File: config.mk
export PLATFORM = sky130hd
export DESIGN_NAME = chacha_iqr_seq
export DESIGN_NICKNAME = d
export VERILOG_FILES = /design/src/rtl/chacha_pkg.sv /design/src/rtl/chacha_iqr_half.sv /design/src/rtl/chacha_iqr_seq.sv
export SDC_FILE = /design/constraint.sdc
export NUM_CORES = 1
export LEC_CHECK = 0
export ABC_AREA = 1
export CAP_MARGIN = 10
export CORE_MARGIN = 5
export CORE_UTILIZATION = 50
export DETAILED_ROUTE_END_ITERATION = 10
export DONT_BUFFER_PORTS = 1
export MAX_ROUTING_LAYER = met4
export SETUP_SLACK_MARGIN = 0.05
export SLEW_MARGIN = 10
export SYNTH_ARGS = -nofsm -noshare
export SYNTH_HDL_FRONTEND = slang
export SYNTH_SLANG_ARGS = --single-unit
File: constraint.sdc
create_clock -name g_clk -period 5 [get_ports g_clk]
set_input_delay 1 -clock g_clk [delete_from_list [all_inputs] [get_ports g_clk]]
set_output_delay 1 -clock g_clk [all_outputs]
set_load 0.005 [all_outputs]
File: src/rtl/chacha_pkg.sv
// Shared definitions for the ChaCha quarter-round coprocessors:
// rotation amounts, FSM encoding, operand packing and word helpers.
package chacha_pkg;

    localparam int unsigned ROT_16 = 16;
    localparam int unsigned ROT_12 = 12;
    localparam int unsigned ROT_8  = 8;
    localparam int unsigned ROT_7  = 7;

    localparam int WORD_W = 32;

    // Word positions inside the packed operands: rs1 = {a,d}, rs2 = {b,c}.
    localparam int IDX_A = 1;
    localparam int IDX_D = 0;
    localparam int IDX_B = 1;
    localparam int IDX_C = 0;

    localparam logic [2:0] STEP_LAST = 3'd4;

    typedef enum logic [1:0] {
        ST_IDLE = 2'd0,
        ST_BUSY = 2'd1,
        ST_DONE = 2'd2
    } state_t;

    function automatic logic [WORD_W-1:0] rotr32(input logic [WORD_W-1:0] x,
                                                 input int unsigned n);
        return (x >> n) | (x << (WORD_W - n));
    endfunction

    function automatic logic [WORD_W-1:0] word_get(input logic [2*WORD_W-1:0] x,
                                                   input int idx);
        return x[idx*WORD_W +: WORD_W];
    endfunction

endpackage

File: src/rtl/chacha_iqr_half.sv
// One inverse ChaCha half-step, selected by k; purely combinational.
// Words not touched by step k pass through unchanged.
module chacha_iqr_half
    import chacha_pkg::*;
(
    input  logic [1:0]        k,
    input  logic [WORD_W-1:0] a,
    input  logic [WORD_W-1:0] b,
    input  logic [WORD_W-1:0] c,
    input  logic [WORD_W-1:0] d,
    output logic [WORD_W-1:0] a_nx,
    output logic [WORD_W-1:0] b_nx,
    output logic [WORD_W-1:0] c_nx,
    output logic [WORD_W-1:0] d_nx
);

    always_comb begin
        // NOTE: every output gets a default before the case so no path
        // leaves a variable unassigned, which would infer a latch.
        a_nx = a;
        b_nx = b;
        c_nx = c;
        d_nx = d;
        case (k)
            2'd0: begin
                b_nx = rotr32(b, ROT_7) ^ c;
                c_nx = c - d;
            end
            2'd1: begin
                d_nx = rotr32(d, ROT_8) ^ a;
                a_nx = a - b;
            end
            2'd2: begin
                b_nx = rotr32(b, ROT_12) ^ c;
                c_nx = c - d;
            end
            default: begin
                d_nx = rotr32(d, ROT_16) ^ a;
                a_nx = a - b;
            end
        endcase
    end

endmodule

File: src/rtl/chacha_iqr_seq.sv
// Iterative inverse ChaCha quarter-round behind valid/ready handshakes.
// Applies STEPS_PER_CYCLE inverse half-steps per BUSY cycle.
module chacha_iqr_seq
    import chacha_pkg::*;
#(
    parameter int STEPS_PER_CYCLE = 1
) (
    input  logic                g_clk,
    input  logic                g_resetn,
    input  logic                in_valid,
    output logic                in_ready,
    input  logic [2*WORD_W-1:0] in_rs1,
    input  logic [2*WORD_W-1:0] in_rs2,
    output logic                out_valid,
    input  logic                out_ready,
    output logic [2*WORD_W-1:0] out_rd1,
    output logic [2*WORD_W-1:0] out_rd2,
    output logic                busy
);

    if (STEPS_PER_CYCLE != 1 && STEPS_PER_CYCLE != 2) begin : g_bad_steps
        $error("chacha_iqr_seq: STEPS_PER_CYCLE must be 1 or 2");
    end

    state_t            state;
    state_t            state_nx;
    logic [2:0]        step_cnt;
    logic [WORD_W-1:0] a_q;
    logic [WORD_W-1:0] b_q;
    logic [WORD_W-1:0] c_q;
    logic [WORD_W-1:0] d_q;
    logic              steps_done;

    logic [WORD_W-1:0] a_ch [STEPS_PER_CYCLE+1];
    logic [WORD_W-1:0] b_ch [STEPS_PER_CYCLE+1];
    logic [WORD_W-1:0] c_ch [STEPS_PER_CYCLE+1];
    logic [WORD_W-1:0] d_ch [STEPS_PER_CYCLE+1];

    assign a_ch[0] = a_q;
    assign b_ch[0] = b_q;
    assign c_ch[0] = c_q;
    assign d_ch[0] = d_q;

    // Step chain: stage gi applies half-step (step_cnt + gi) mod 4.
    for (genvar gi = 0; gi < STEPS_PER_CYCLE; gi++) begin : g_step
        localparam logic [1:0] K_OFF = 2'(gi);

        chacha_iqr_half u_half (
            .k    (step_cnt[1:0] + K_OFF),
            .a    (a_ch[gi]),
            .b    (b_ch[gi]),
            .c    (c_ch[gi]),
            .d    (d_ch[gi]),
            .a_nx (a_ch[gi+1]),
            .b_nx (b_ch[gi+1]),
            .c_nx (c_ch[gi+1]),
            .d_nx (d_ch[gi+1])
        );
    end

    assign steps_done = (step_cnt == STEP_LAST);

    always_comb begin
        state_nx = state;
        case (state)
            ST_IDLE: if (in_valid)   state_nx = ST_BUSY;
            ST_BUSY: if (steps_done) state_nx = ST_DONE;
            ST_DONE: if (out_ready)  state_nx = ST_IDLE;
            default:                 state_nx = ST_IDLE;
        endcase
    end

    always_ff @(posedge g_clk or negedge g_resetn) begin
        if (!g_resetn) begin
            // NOTE: the data words are reset too, so the outputs read as zero
            // after reset and an aborted request leaves nothing behind.
            state    <= ST_IDLE;
            step_cnt <= '0;
            a_q      <= '0;
            b_q      <= '0;
            c_q      <= '0;
            d_q      <= '0;
        end else begin
            // NOTE: sequential state uses non-blocking assignments so all
            // registers update from the same pre-edge values.
            state <= state_nx;
            case (state)
                ST_IDLE: begin
                    if (in_valid) begin
                        a_q      <= word_get(in_rs1, IDX_A);
                        d_q      <= word_get(in_rs1, IDX_D);
                        b_q      <= word_get(in_rs2, IDX_B);
                        c_q      <= word_get(in_rs2, IDX_C);
                        step_cnt <= '0;
                    end
                end
                ST_BUSY: begin
                    if (!steps_done) begin
                        a_q      <= a_ch[STEPS_PER_CYCLE];
                        b_q      <= b_ch[STEPS_PER_CYCLE];
                        c_q      <= c_ch[STEPS_PER_CYCLE];
                        d_q      <= d_ch[STEPS_PER_CYCLE];
                        step_cnt <= step_cnt + 3'(STEPS_PER_CYCLE);
                    end
                end
                default: ;
            endcase
        end
    end

    assign in_ready  = (state == ST_IDLE);
    assign busy      = (state == ST_BUSY);
    assign out_valid = (state == ST_DONE);

    always_comb begin
        out_rd1 = '0;
        out_rd2 = '0;
        out_rd1[IDX_A*WORD_W +: WORD_W] = a_q;
        out_rd1[IDX_D*WORD_W +: WORD_W] = d_q;
        out_rd2[IDX_B*WORD_W +: WORD_W] = b_q;
        out_rd2[IDX_C*WORD_W +: WORD_W] = c_q;
    end

endmodule

==> results.md <==
- Synth top area cells: dfrtp_1, nand2_1, inv_1
- Crit path capture type: register
- Overflow after GRT: 0
- Die area: ~28000 µm²
- Synth cell types: 34
- Clock buffer depth: 2
- Resized Gates After CTS: 0
- Dpl cell area: between 10000 and 15000 µm²
- Share of Yosys cell area claimed by the top area cell type: 27.3%
- Cells after Synth: 1984
- Startpoint Class: register
- Worst-margin pin slew: 1130 ps
- Die X: about 170 µm
- Sink Count: about 130
- I/O pin count: 263
- WP data required: roughly 5300 ps
- Clock skew: 17.1 ps
- Arr. time, crit path: 3420 ps
- Clk Latency, worst-skew pair: ~440 ps
- Root Buffer Master: clkbuf_16
- CP max FO: 47
- CP max-delay cell: inv_2
- H-tree Lvls: 4
- CTS tree: done
- Port Buffers: 0
- Largest area contributor in the netlist: dfrtp_1
- Count leader, synth: nand2_1
- Async SR Flop Fraction: 100%
- Fmax: around 320 MHz
- Initial antenna violation count: 8
- #FFs+latches synth: 133
- Hold_buf cts: 0
- Number of iterations in the first detailed-routing pass: 6
- Part of the Yosys area used for sequential elements: between 20% and 30%
- DP HPWL: roughly 38000 µm
- Avg Cell Area, Syn: 6.14 µm²
- Crit path cell chain: inv_1 > ha_1 > nor3_4 > a21oi_4 > buf_4 > inv_2 > buf_4 > o21ai_0 > o22ai_1
- Synth Cell Area: 12200 µm²
- Final net count: 2143
- Final wirelength: ~48000 µm
- Die H: 166 µm
- Multi-input gate area: ~7300 µm²
- Global-route wire length before repair: ~70000 µm
- Worst setup path class: reg2reg
- Via/cell ratio: between 5 and 6
- Tot GR Track Use: a little over a third
- Post-CTS Setup Inserts: 0
- Detailed-route via count: ~13k
- Fraction of layout cells with a size suffix above 1: 3.07%
- Slew HR: 24.9%
- Commonest cells post-synth: nand2_1, inv_1, nor2_1
- Setup-failing EPs final: 0
- Final worst path period need: roughly 3100 ps
- Post-DRT Antenna Nets: 0
- Initial Util: between 50 and 60%
- Crit. Startpoint: step_cnt[0]
- CP dominant cell by count: buf_4
- Ys flop type: dfrtp_1
- Worst path buffer plus inverter count: 4
- Hold Path Class: in2async
- Top cell family by delay on the critical path: buffers and inverters
- Fin. Hold Viols: 0
- Ys Warns: 0
- Syn_nets: ~2.2k
- Slowest stage delay, CP: roughly 700 ps
- Clk slew on worst S/H paths: ~70 ps
- Tcrit/Tclk final: about three fifths
- Number of fill cells: ~2.5k
- Vias in the first global route: 11.9k
- RSZ-0062 raised after global routing: false
- Final TNS setup: 0 ps
- DR WL/cell: about 21 µm
- R2r startpoint: step_cnt[0]
- 1st-iter DRT viols: approximately 1.2k
- Post-synth EDFFs: 0
- RePlAce Congestion: between 0.9 and 1
- Core ar.: between 20000 and 25000 µm²
- Register Area: about 3300 µm²
- Slew Viols, Final: 0
- CTS buffer count: 17
- Post-Layout Inst Area: about 13000 µm²
- Pin count of the biggest net entering global routing: 134
- Maxcap violations: 0
- Status: completed
- P&R area growth vs syn: 6.00%
- WHS: about 250 ps
- Residual DRC count: 0
- Row Count: 57
kinds of logic after synthesis:
group | synth area share [%]
XOR/XNOR | 5.68
AND/OR/NAND/NOR | 31.7
buffers and inverters | 12.4
flip-flops | 27.3
adder cells (fa/ha/maj) | 7.11
AO/OA/AOI/OAI | 15.7
layer usage:
layer  routed length, µm  part of all wire (%)  GRT usage (%)  vias up
li1                    -                     -              -     6159
met2               23200                    48           57.7      486
met4                2020                   4.2           12.9        0
met5                   0                     0              -        -
met1               19300                    40           42.6     5907
met3                3390                   7.1           6.59       98
stage by stage:
stage	setup slack [ps]	utilization (%)	std cells
finish	1920	53.4	2290
global placement	2090	50.9	2248
CTS	1990	53.3	2280
floorplan	2970	-	1984
detailed placement	2000	50.9	2248
global route	1720	53.4	2288
registers in the layout, summed over array words and instances, names as in the netlist:
name / count
step_cnt: 3
c_q: 32
state: 2
a_q: 32
b_q: 32
d_q: 32
area by class of cell:
cell class / instances / share of cell area (%)
multi-input combinational: 1469 / 56.9
antenna: 10 / 0.194
timing repair buffer: 8 / 0.465
sequential: 133 / 25.8
clock inverter: 11 / 0.775
inverter: 314 / 9.14
clock buffer: 21 / 3.64
tap: 324 / 3.14
cells in the final DEF, fill, tap and decap left out, types with 6 or more instances in the layout:
cell type and count:
a21oi_1 92, buf_4 8, clkbuf_16 17, dfrtp_1 133, diode_2 10, ha_1 64, inv_1 309, nand2_1 658
nand3_1 81, nand4_1 6, nor2_1 226, o211ai_1 8, o21a_1 6, o21ai_0 126, o21ai_1 29, o21bai_1 8
o221ai_2 8, o22ai_1 56, xnor2_1 61, xor2_1 18
worst paths after layout:
check                              end  slack [ps]  cells after the start
min in group g_clk         step_cnt[2]         480                      1
max in group asynchronous      d_q[25]        4520                      0
setup reg to reg               d_q[17]        1920                      9
hold / removal                  c_q[2]         250                      0
setup / recovery               d_q[17]        1920                      9
hold reg to reg            step_cnt[2]         480                      1
Power is not shown: default switching activity piles up to over one toggle a cycle in this logic, so the estimate is an artifact.
